`config.mk`:
```
export PLATFORM = sky130hd
export DESIGN_NAME = shift_issue_stage
export DESIGN_NICKNAME = d
export VERILOG_FILES = /design/src/rtl/shift_issue_stage.sv
export SDC_FILE = /design/constraint.sdc
export NUM_CORES = 1
export LEC_CHECK = 0
export ABC_AREA = 1
export CAP_MARGIN = 20
export CORE_ASPECT_RATIO = 0.5
export CORE_MARGIN = 2
export CORE_UTILIZATION = 30
export DETAILED_ROUTE_END_ITERATION = 8
export GPL_TIMING_DRIVEN = 0
export PLACE_DENSITY_LB_ADDON = 0.15
export SYNTH_ARGS = -nofsm -noshare
export SYNTH_HDL_FRONTEND = slang
export SYNTH_SLANG_ARGS = --single-unit
```
`constraint.sdc`:
```
create_clock -name clk -period 1.5 [get_ports clk]
set_input_delay 0.3 -clock clk [delete_from_list [all_inputs] [get_ports clk]]
set_output_delay 0.3 -clock clk [all_outputs]
set_load 0.03 [all_outputs]
```
`src/rtl/shift_issue_stage.sv`:
```
// Registered issue stage feeding the 32-bit barrel shifter.
// Decodes R-type shift functs into amount/mode and passes them through a
// two-entry skid buffer. The main register drives the outputs and the skid
// register absorbs one op when downstream stalls.
module shift_issue_stage #(
    parameter int CNT_W = 16
) (
    input  logic             clk,
    input  logic             rst,
    input  logic             flush,
    input  logic             in_valid,
    output logic             in_ready,
    input  logic [5:0]       funct,
    input  logic [4:0]       shamt,
    input  logic [31:0]      rs_data,
    input  logic [31:0]      rt_data,
    input  logic [4:0]       rd_in,
    output logic             out_valid,
    input  logic             out_ready,
    output logic [31:0]      A,
    output logic [31:0]      B,
    output logic             aluc1,
    output logic             aluc0,
    output logic [4:0]       rd_out,
    output logic             illegal,
    output logic [CNT_W-1:0] issued_cnt,
    output logic [CNT_W-1:0] illegal_cnt
);

    typedef struct packed {
        logic [4:0]  amt;
        logic [31:0] data;
        logic [1:0]  aluc;
        logic [4:0]  rd;
    } op_t;

    op_t              main_reg;
    op_t              skid_reg;
    logic             main_valid_reg;
    logic             skid_valid_reg;
    logic             illegal_reg;
    logic [CNT_W-1:0] issued_cnt_reg;
    logic [CNT_W-1:0] illegal_cnt_reg;

    logic             dec_legal;
    op_t              dec_op;
    logic             in_xfer;
    logic             out_xfer;
    logic             acc_legal;
    logic             acc_illegal;

    // Decode funct into shift amount source and shifter mode.
    always_comb begin
        dec_legal   = 1'b1;
        dec_op.amt  = shamt;
        dec_op.data = rt_data;
        dec_op.aluc = 2'b00;
        dec_op.rd   = rd_in;
        case (funct)
            6'b000000: dec_op.aluc = 2'b10;
            6'b000010: dec_op.aluc = 2'b01;
            6'b000011: dec_op.aluc = 2'b00;
            6'b000100: begin dec_op.amt = rs_data[4:0]; dec_op.aluc = 2'b10; end
            6'b000110: begin dec_op.amt = rs_data[4:0]; dec_op.aluc = 2'b01; end
            6'b000111: begin dec_op.amt = rs_data[4:0]; dec_op.aluc = 2'b00; end
            default:   dec_legal = 1'b0;
        endcase
    end

    // in_ready comes straight from the skid flag, so it never sees out_ready.
    assign in_ready    = !skid_valid_reg;
    assign in_xfer     = in_valid && in_ready;
    assign out_xfer    = main_valid_reg && out_ready;
    assign acc_legal   = in_xfer && dec_legal && !flush;
    assign acc_illegal = in_xfer && !dec_legal && !flush;

    // Skid buffer state, illegal pulse and counters.
    always_ff @(posedge clk) begin
        if (rst) begin
            main_reg        <= '0;
            skid_reg        <= '0;
            main_valid_reg  <= 1'b0;
            skid_valid_reg  <= 1'b0;
            illegal_reg     <= 1'b0;
            issued_cnt_reg  <= '0;
            illegal_cnt_reg <= '0;
        end else if (flush) begin
            // An op leaving on the flush edge was really delivered.
            main_valid_reg <= 1'b0;
            skid_valid_reg <= 1'b0;
            illegal_reg    <= 1'b0;
            if (out_xfer) begin
                issued_cnt_reg <= issued_cnt_reg + 1'b1;
            end
        end else begin
            illegal_reg <= acc_illegal;
            if (acc_illegal) begin
                illegal_cnt_reg <= illegal_cnt_reg + 1'b1;
            end
            if (out_xfer) begin
                issued_cnt_reg <= issued_cnt_reg + 1'b1;
                if (skid_valid_reg) begin
                    // in_ready is low here, so nothing new can arrive.
                    main_reg       <= skid_reg;
                    skid_valid_reg <= 1'b0;
                end else begin
                    main_valid_reg <= acc_legal;
                    if (acc_legal) begin
                        main_reg <= dec_op;
                    end
                end
            end else if (acc_legal) begin
                if (!main_valid_reg) begin
                    main_reg       <= dec_op;
                    main_valid_reg <= 1'b1;
                end else begin
                    skid_reg       <= dec_op;
                    skid_valid_reg <= 1'b1;
                end
            end
        end
    end

    assign out_valid   = main_valid_reg;
    assign A           = {27'b0, main_reg.amt};
    assign B           = main_reg.data;
    assign aluc1       = main_reg.aluc[1];
    assign aluc0       = main_reg.aluc[0];
    assign rd_out      = main_reg.rd;
    assign illegal     = illegal_reg;
    assign issued_cnt  = issued_cnt_reg;
    assign illegal_cnt = illegal_cnt_reg;

endmodule

```
== Word-level counts from Yosys, hierarchy flattened ==
Index checks and enable logic that the tools add are counted.
Storage, ports and cells
  register bits after elaboration: 123
  bits of input ports: 85
  logic and storage cells: 58
Operators by class
  $add $sub $neg: 2
  equality and inequality tests: 7
  mux-type cells: 11
  bitwise operators: 2
  reduce and logical (&&, ||, !) cells: 23
Operators with widths (count)
  44-bit two-way mux: 5
  16-bit by 1-bit adder with 16-bit output (second input constant): 2
  6-bit by 3-bit equality test with 1-bit output (second input constant): 3
  6-bit by 2-bit equality test with 1-bit output (second input constant): 2
  4-bit AND reduction: 2
  1-bit logical AND: 6
  6-bit logical NOT: 1
  2-bit AND reduction: 3
  2-bit OR reduction: 3
  3-bit OR reduction: 2
  6-bit OR reduction: 1
  5-bit two-way mux: 1
  1-bit two-way mux: 4
  2-bit one-hot mux with 2 select lines: 1
  2-bit nonzero test: 2
  1-bit logical NOT: 3
  2-bit by 1-bit != test with 1-bit output (second input constant): 1
  2-bit != test (second input constant): 1
  1-bit NOT: 2

== Depth between registers and ports, before layout ==
Gate-level depths: netlist (run 1).
  depth after elaboration: 8
  gate-level depth with buffers: 10

== Least setup slack after synthesis (run 1) ==
OpenSTA, ideal clock, no wires.
  path kind: flip-flop to flip-flop
  start point: reg main_valid_reg (netlist: out_valid)
  end point: reg main_reg (netlist bit B[25])
  library setup time: 0.116 ns
  data arrival time: 1.485 ns
  data required time: 1.384 ns
  path slack: -0.101 ns
  stages on the path, launching flop included: 9
  path buffers: 1
  cells stage by stage: dfxtp_1 nand2_2 nor2_4 inv_2 buf_4 nand2_1 o21ai_0 o21ai_0 nor2_1
Between the ends
  longest elaborated chain between the ends: 3
  elaborated cells between the ends (all ways): 5
  classes of those cells: 1 x eq/ne; 1 x mux; 3 x reduce/logical
Ends and longest elaborated chain
  start, declared: RTL line 39  | logic main_valid_reg;
  start signal, assigned: RTL line 107  | main_valid_reg <= acc_legal;
  1-bit logical AND: RTL line 73  | assign out_xfer = main_valid_reg && out_ready;
  2-bit by 1-bit != test with 1-bit output (no source line) / 2-bit nonzero test (equally long branches)
  4-bit AND reduction (no source line)
  end signal, assigned: RTL line 104  | main_reg <= skid_reg;
  end signal, assigned: RTL line 109  | main_reg <= dec_op;
  end signal, assigned: RTL line 114  | main_reg <= dec_op;
  end, declared: RTL line 37  | op_t main_reg;
Parallel ways exist; a longest one is shown, timed or not.
A chain may end at the register's enable or synchronous reset.

== Final worst setup path (run 1) ==
  start point: reg main_reg (netlist bit B[31])
  end point: out B[31]
RTL lines
  end, declared: RTL line 21  | output logic [31:0] B,
No word-level cell between the ends.

==> out/results.ini, run 1 <==
[clock_tree]
cts_tree = yes
numCtsBuffers = 17
cts_buffer_depth = 2
cts_htree_levels = 4
cts.sink_count = 123
clockRootBuffer = clkbuf_16
clk_latency_ns = 0.42
clk_pin_slew_ns = 0.06

[cells_and_area]
largest_reg_flops = 44
final_core_util_pct = 45.4
num_antenna_cells = 0
num-nets-final = 1117
area_growth_pct = 46.6
drive_gt1_share_pct = 18.9
final_area_sq_um = 8460

[place]
dpl.hpwl_microns = 12800
placed_area_sq_um = 7560
io_buffers = 136
gp_congestion = 0.819
place_ws_ns = -0.768

[pwr]
peakVddDrop_mv = 0.736
clockPowerShare_pct = 51.3
p_sw_share_pct = 24.7
power.density_nw_per_um2 = 973
power_frac_comb_pct = 8.7
cellLeakagePower_nw = 3.53
seqPwrFrac_pct = 40.0
power.switching_w = 0.00203
internal_power_w = 0.00620
power_w = 0.00823

[worst_setup_path]
crit_slowest_cell = clkdlybuf4s15_1
crit_path_end_kind = primary output
worstPathRequired_ns = 1.20
rr_startpoint = out_valid
arrival_ns = 1.16
path_cells = clkdlybuf4s15_1
timing.rr.end = A[4]
regToRegSetupSlack_ns = 0.10
cpPeakStageDelay_ns = 0.38
crit_type = reg2out
critical_path.top_delay_family = buffers and inverters
rr_worst_depth = 9
start_kind = flop
cp.buffers_inverters = 1
crit_path_max_fanout = 2

[grt]
antenna_found_initial = 0
grtUsageTotal_pct = 17.4
grt_overflow = 0
grt_max_degree = 17
grt_pass1_vias = 5417
grt_pass1_wl_microns = 28100

[timing]
final-max-slew-violation-count = 0
slew-limit-headroom_pct = 60.3
hold_viol_final = 0
finalCriticalPeriod_ns = 1.46
fmax_ghz = 0.686
fin_crit_sh_pct = 97.2
fin_ws_ns = 0.0423
rsz0062_at_grt = false
setup_violations = 0
worst_pin_slew_ns = 0.596
clock-skew-final_ns = 0.00736

[die]
core_area_sq_um = 18600
die_y_microns = 102
ioPinCount = 191
die_w_microns = 200
die_area_sq_um = 20400
num_rows = 35
start_util_pct = 31.0

[run]
drv_cap = 0

[detailed_routing]
ant_nets = 0
drt-initial-drc-count = 275
avgViaCountPerCell = 4.42
drt_pass1_iterations = 4
wl_per_cell_microns = 13.4
dr_total_vias = 5754
drt_wl_total_microns = 17500
drc = 0

[yosys]
synth_seq_area_share_pct = 42.7
synth_top_area_cell = dfxtp_1
ys_warn_count = 0
syn_area_sq_um = 5770
synth_cells = 832
syn_area_per_cell_sq_um = 6.94
yosys.cell_types.count = 32
synth_area_leaders = dfxtp_1 43%, o21ai_0 10%, nand2_1 10%
synth.ff_latch_count = 123
synth_top_area_share_pct = 42.7

[min_path]
min_path_type = in2reg
hold_path_startpoint = flush
hold_path_depth = 2
min_to = illegal

[status]
status = complete, no violations

==> cell usage after synthesis <==
library cell / instances
a211oi_1: 1
a21boi_4: 1
a21oi_1: 67
and3_1: 2
buf_1: 1
buf_2: 4
buf_4: 29
buf_6: 11
clkbuf_1: 18
clkbuf_2: 3
clkinv_1: 1
conb_1: 1
dfxtp_1: 123
ha_1: 2
inv_1: 85
inv_2: 2
nand2_1: 154
nand2_2: 5
nand3_1: 20
nand3_2: 2
nand4_1: 12
nor2_1: 138
nor2_2: 1
nor2_4: 2
nor3_1: 6
nor3_4: 1
nor3b_1: 1
o21a_1: 3
o21ai_0: 116
o21ai_1: 15
xnor2_1: 2
xor2_1: 3
==> cells in the final DEF, fill, tap and decap left out, types with 5 or more instances in the layout <==
master and n:
dfxtp_2 5, clkdlybuf4s15_2 17, buf_4 50, nand4_1 12, clkdlybuf4s15_1 23, clkdlybuf4s50_1 49
nor2_4 7, nand2_4 5, o21ai_1 47, nand3_1 18, buf_6 12, o21ai_0 82
dlygate4sd2_1 28, a21oi_1 65, clkbuf_16 17, nor2_1 122, dfxtp_1 114, clkinv_2 5
clkbuf_1 6, clkbuf_2 12, conb_1 27, inv_1 82, nand2_1 151, nor2_2 12
buf_2 12
==> repair_timing <==
action,in CTS,in global routing
setup buffers,7,10
resized for setup,187,134
hold buffers,0,0
pin swaps,4,10
setup endpoints to repair,182,137
==> worst register-to-register path: stages, from the launching register on <==
cell and delay, ns:
dfxtp_4 0.38, inv_1 0.07, nor2_4 0.18, nor2_4 0.06, buf_4 0.14, nand2_4 0.11, buf_4 0.20, nand2_1 0.06
nand2_1 0.05, nor2_1 0.04
==> layer usage <==
layer / up-vias / global-route usage [%] / wire length [microns]
li1: 3017 / - / -
met1: 2630 / 23.2 / 8710
met2: 91 / 28.2 / 7950
met3: 16 / 4.66 / 589
met4: 0 / 4.94 / 213
met5: - / 0 / 0
==> cells by family (layout without fill, tap and decap cells) <==
kind of cell	count (synthesis)	after routing	synth area share (%)
other cells	1	27	0.0650
simple gates	344	344	24.6
flops	123	123	42.7
xor+xnor	5	5	0.759
fa+ha+maj	2	2	0.434
buf+inv	154	339	13.5
compound gates	203	203	18.0
==> final cells by class <==
cell class                 instances  area [sq um]
sequential                       123          2480
clock buffer                      17           425
tap                              259           324
buffer                            66           515
multi-input combinational        581          2790
fill                            1920         10200
clock inverter                    15           175
inverter                          88           334
timing repair buffer             153          1410
==> power by group through the flow <==
| stage | sequential [W] | combinational [W] | clock (W) |
|---|---|---|---|
| 2_1_floorplan | 0.00340 | 0.000350 | 0 |
| 3_3_place_gp | 0.00337 | 0.000674 | 0 |
| 3_5_place_dp | 0.00337 | 0.000674 | 0 |
| 4_1_cts | 0.00330 | 0.000684 | 0.00432 |
| 5_1_grt | 0.00329 | 0.000783 | 0.00447 |
| 6_report | 0.00329 | 0.000713 | 0.00422 |
==> worst max path at each step <==
stage / slack [ns] / from / endpoint / cells after the start
floorplan: 0.05 / skid_valid_reg / B[25] / 8
global placement: -0.79 / flush / rd_out[4] / 10
detailed placement: -0.77 / flush / rd_out[4] / 10
CTS: -0.06 / skid_valid_reg / in_ready / 2
global route: 0.001 / B[13] / B[13] / 1
finish: 0.04 / B[31] / B[31] / 1
==> stage by stage <==
step	cells	setup TNS, ns	hold WS, ns
after global placement	1253	-67.17	0.434
after floorplan	858	0	0.379
after detailed placement	1253	-68.00	0.440
after CTS	1292	-0.0627	0.370
after global routing	1302	0	0.206
final	1302	0	0.207
Note: power is estimated with default switching activity, not from simulation.
==> run 2: changes to the inputs <==
- MAX_ROUTING_LAYER: default -> met4
==> out/results.ini, run 2 (synthesis results as in run 1) <==
[cells_and_area]
mostFrequentLayoutCells = 151 x nand2_1, 122 x nor2_1, 114 x dfxtp_1  ; unchanged
area_growth_pct = 46.7  ; was 46.6%
drive_gt1_share_pct = 18.9  ; unchanged
final_core_util_pct = 45.5  ; was 45.4%
final_area_sq_um = 8470  ; was 8460 sq um
num_antenna_cells = 0  ; unchanged
num-nets-final = 1117  ; unchanged
mostFrequentLayoutCell = nand2_1  ; unchanged
largest_reg_flops = 44  ; unchanged

[worst_setup_path]
path_cells = clkdlybuf4s15_1  ; unchanged
start_kind = flop  ; unchanged
startpoint = B[31]  ; unchanged
crit_slowest_cell = clkdlybuf4s15_1  ; unchanged
cpPeakStageDelay_ns = 0.38  ; about the same
cp.buffers_inverters = 1  ; unchanged
critical_path.top_delay_family = buffers and inverters  ; unchanged
rr_startpoint = out_valid  ; unchanged
crit_path_end_kind = primary output  ; unchanged
crit_path_max_fanout = 2  ; unchanged
worstPathRequired_ns = 1.20  ; about the same
crit_type = reg2out  ; unchanged
arrival_ns = 1.17  ; was 1.16 ns

[grt]
antenna_found_initial = 0  ; unchanged
grt_max_degree = 17  ; unchanged
grt_pass1_wl_microns = 28000  ; was 28100 microns
grt_overflow = 0  ; unchanged
grtUsageTotal_pct = 18.0  ; was 17.4%
grt_pass1_vias = 5432  ; was 5417

[detailed_routing]
route.met3.wl_microns = 548  ; was 589 microns
drt-initial-drc-count = 244  ; was 275
met1_length_microns = 8800  ; was 8710 microns
drt_pass1_iterations = 7  ; was 4
wl_met2_microns = 7900  ; was 7950 microns
wl_per_cell_microns = 13.4  ; about the same
drc = 0  ; unchanged
drt_wl_total_microns = 17400  ; was 17500 microns
ant_nets = 0  ; unchanged
routed.top_layer = met4  ; unchanged
avgViaCountPerCell = 4.40  ; was 4.42
dr_total_vias = 5732  ; was 5754

[pwr]
p_sw_share_pct = 24.6  ; was 24.7%
seqPwrFrac_pct = 40.1  ; was 40.0%
internal_power_w = 0.00620  ; about the same
power.density_nw_per_um2 = 971  ; was 973 nW/um^2
power_frac_comb_pct = 8.7  ; about the same
power_w = 0.00822  ; was 0.00823 W
power.switching_w = 0.00202  ; was 0.00203 W
peakVddDrop_mv = 0.742  ; was 0.736 mV
clockPowerShare_pct = 51.3  ; about the same
cellLeakagePower_nw = 3.53  ; about the same

[clock_tree]
numCtsBuffers = 17  ; unchanged
clockRootBuffer = clkbuf_16  ; unchanged
clk_pin_slew_ns = 0.06  ; about the same
hold_buffers = 0  ; unchanged
cts_htree_levels = 4  ; unchanged
clk_latency_ns = 0.42  ; about the same
cts_tree = yes  ; unchanged
cts.sink_count = 123  ; unchanged
cts_buffer_depth = 2  ; unchanged

[place]
placed_area_sq_um = 7560  ; unchanged
io_buffers = 136  ; unchanged
gp_congestion = 0.831  ; was 0.819
dpl.hpwl_microns = 12800  ; unchanged

[timing]
slew-limit-headroom_pct = 59.6  ; was 60.3%
hold_viol_final = 0  ; unchanged
fin_crit_sh_pct = 97.9  ; was 97.2%
fmax_ghz = 0.681  ; was 0.686 GHz
setup_violations = 0  ; unchanged
worst_pin_slew_ns = 0.606  ; was 0.596 ns
final-max-slew-violation-count = 0  ; unchanged
clock-skew-final_ns = 0.00804  ; was 0.00736 ns
finalCriticalPeriod_ns = 1.47  ; was 1.46 ns
rsz0062_at_grt = false  ; unchanged

[die]
die_w_microns = 200  ; unchanged
die_area_sq_um = 20400  ; unchanged
ioPinCount = 191  ; unchanged
start_util_pct = 31.0  ; unchanged
die_y_microns = 102  ; unchanged
core_area_sq_um = 18600  ; unchanged
num_rows = 35  ; unchanged

[min_path]
min_path_type = in2reg  ; unchanged
hold_path_startpoint = flush  ; unchanged

[status]
status = complete, no violations  ; unchanged

[run]
drv_cap = 0  ; unchanged

## run 2: area by class of cell
| type | count | area (sq um) |
|---|---|---|
| clock buffer | 17 | 425 |
| multi-input combinational | 581 | 2790 |
| sequential | 123 | 2480 |
| buffer | 66 | 515 |
| fill | 1916 | 10100 |
| clock inverter | 15 | 175 |
| timing repair buffer | 153 | 1420 |
| tap | 259 | 324 |
| inverter | 88 | 334 |
## run 2: final timing paths
kind | end | cells past startpoint | slack [ns]
worst max-delay path | B[31] | 1 | 0.03
worst min-delay path | illegal | 2 | 0.21
worst max register to register | B[13] | 8 | 0.09
worst min register to register | skid_reg[25] | 2 | 0.44
## run 2: through the flow
| stage | setup slack (ns) | setup TNS (ns) | hold slack, ns | std cells |
|---|---|---|---|---|
| floorplan | 0.0469 | 0 | 0.379 | 858 |
| global placement | -0.790 | -67.17 | 0.434 | 1253 |
| detailed placement | -0.768 | -68.00 | 0.440 | 1253 |
| CTS | -0.0627 | -0.0627 | 0.370 | 1292 |
| global route | 0.000435 | 0 | 0.208 | 1302 |
| finish | 0.0312 | 0 | 0.213 | 1302 |
## run 2: layer usage
layer	vias up	global-route usage, %
li1	3010	-
met1	2614	23.4
met2	92	28.2
met3	16	4.24
met4	0	4.94
met5	-	-
## run 2: timing repair
action	CTS	global route
gates resized for setup	187	127
setup buffers	7	10
endpoints found under the setup margin	182	132
cloned	0	0
pin swaps	4	10
## run 2: power groups by stage
stage	Clock [W]	Sequential, W	Combinational [W]
after floorplan	0	0.00340	0.000350
after global placement	0	0.00337	0.000674
after detailed placement	0	0.00337	0.000674
after CTS	0.00432	0.00330	0.000684
after global routing	0.00447	0.00329	0.000783
final	0.00421	0.00329	0.000713
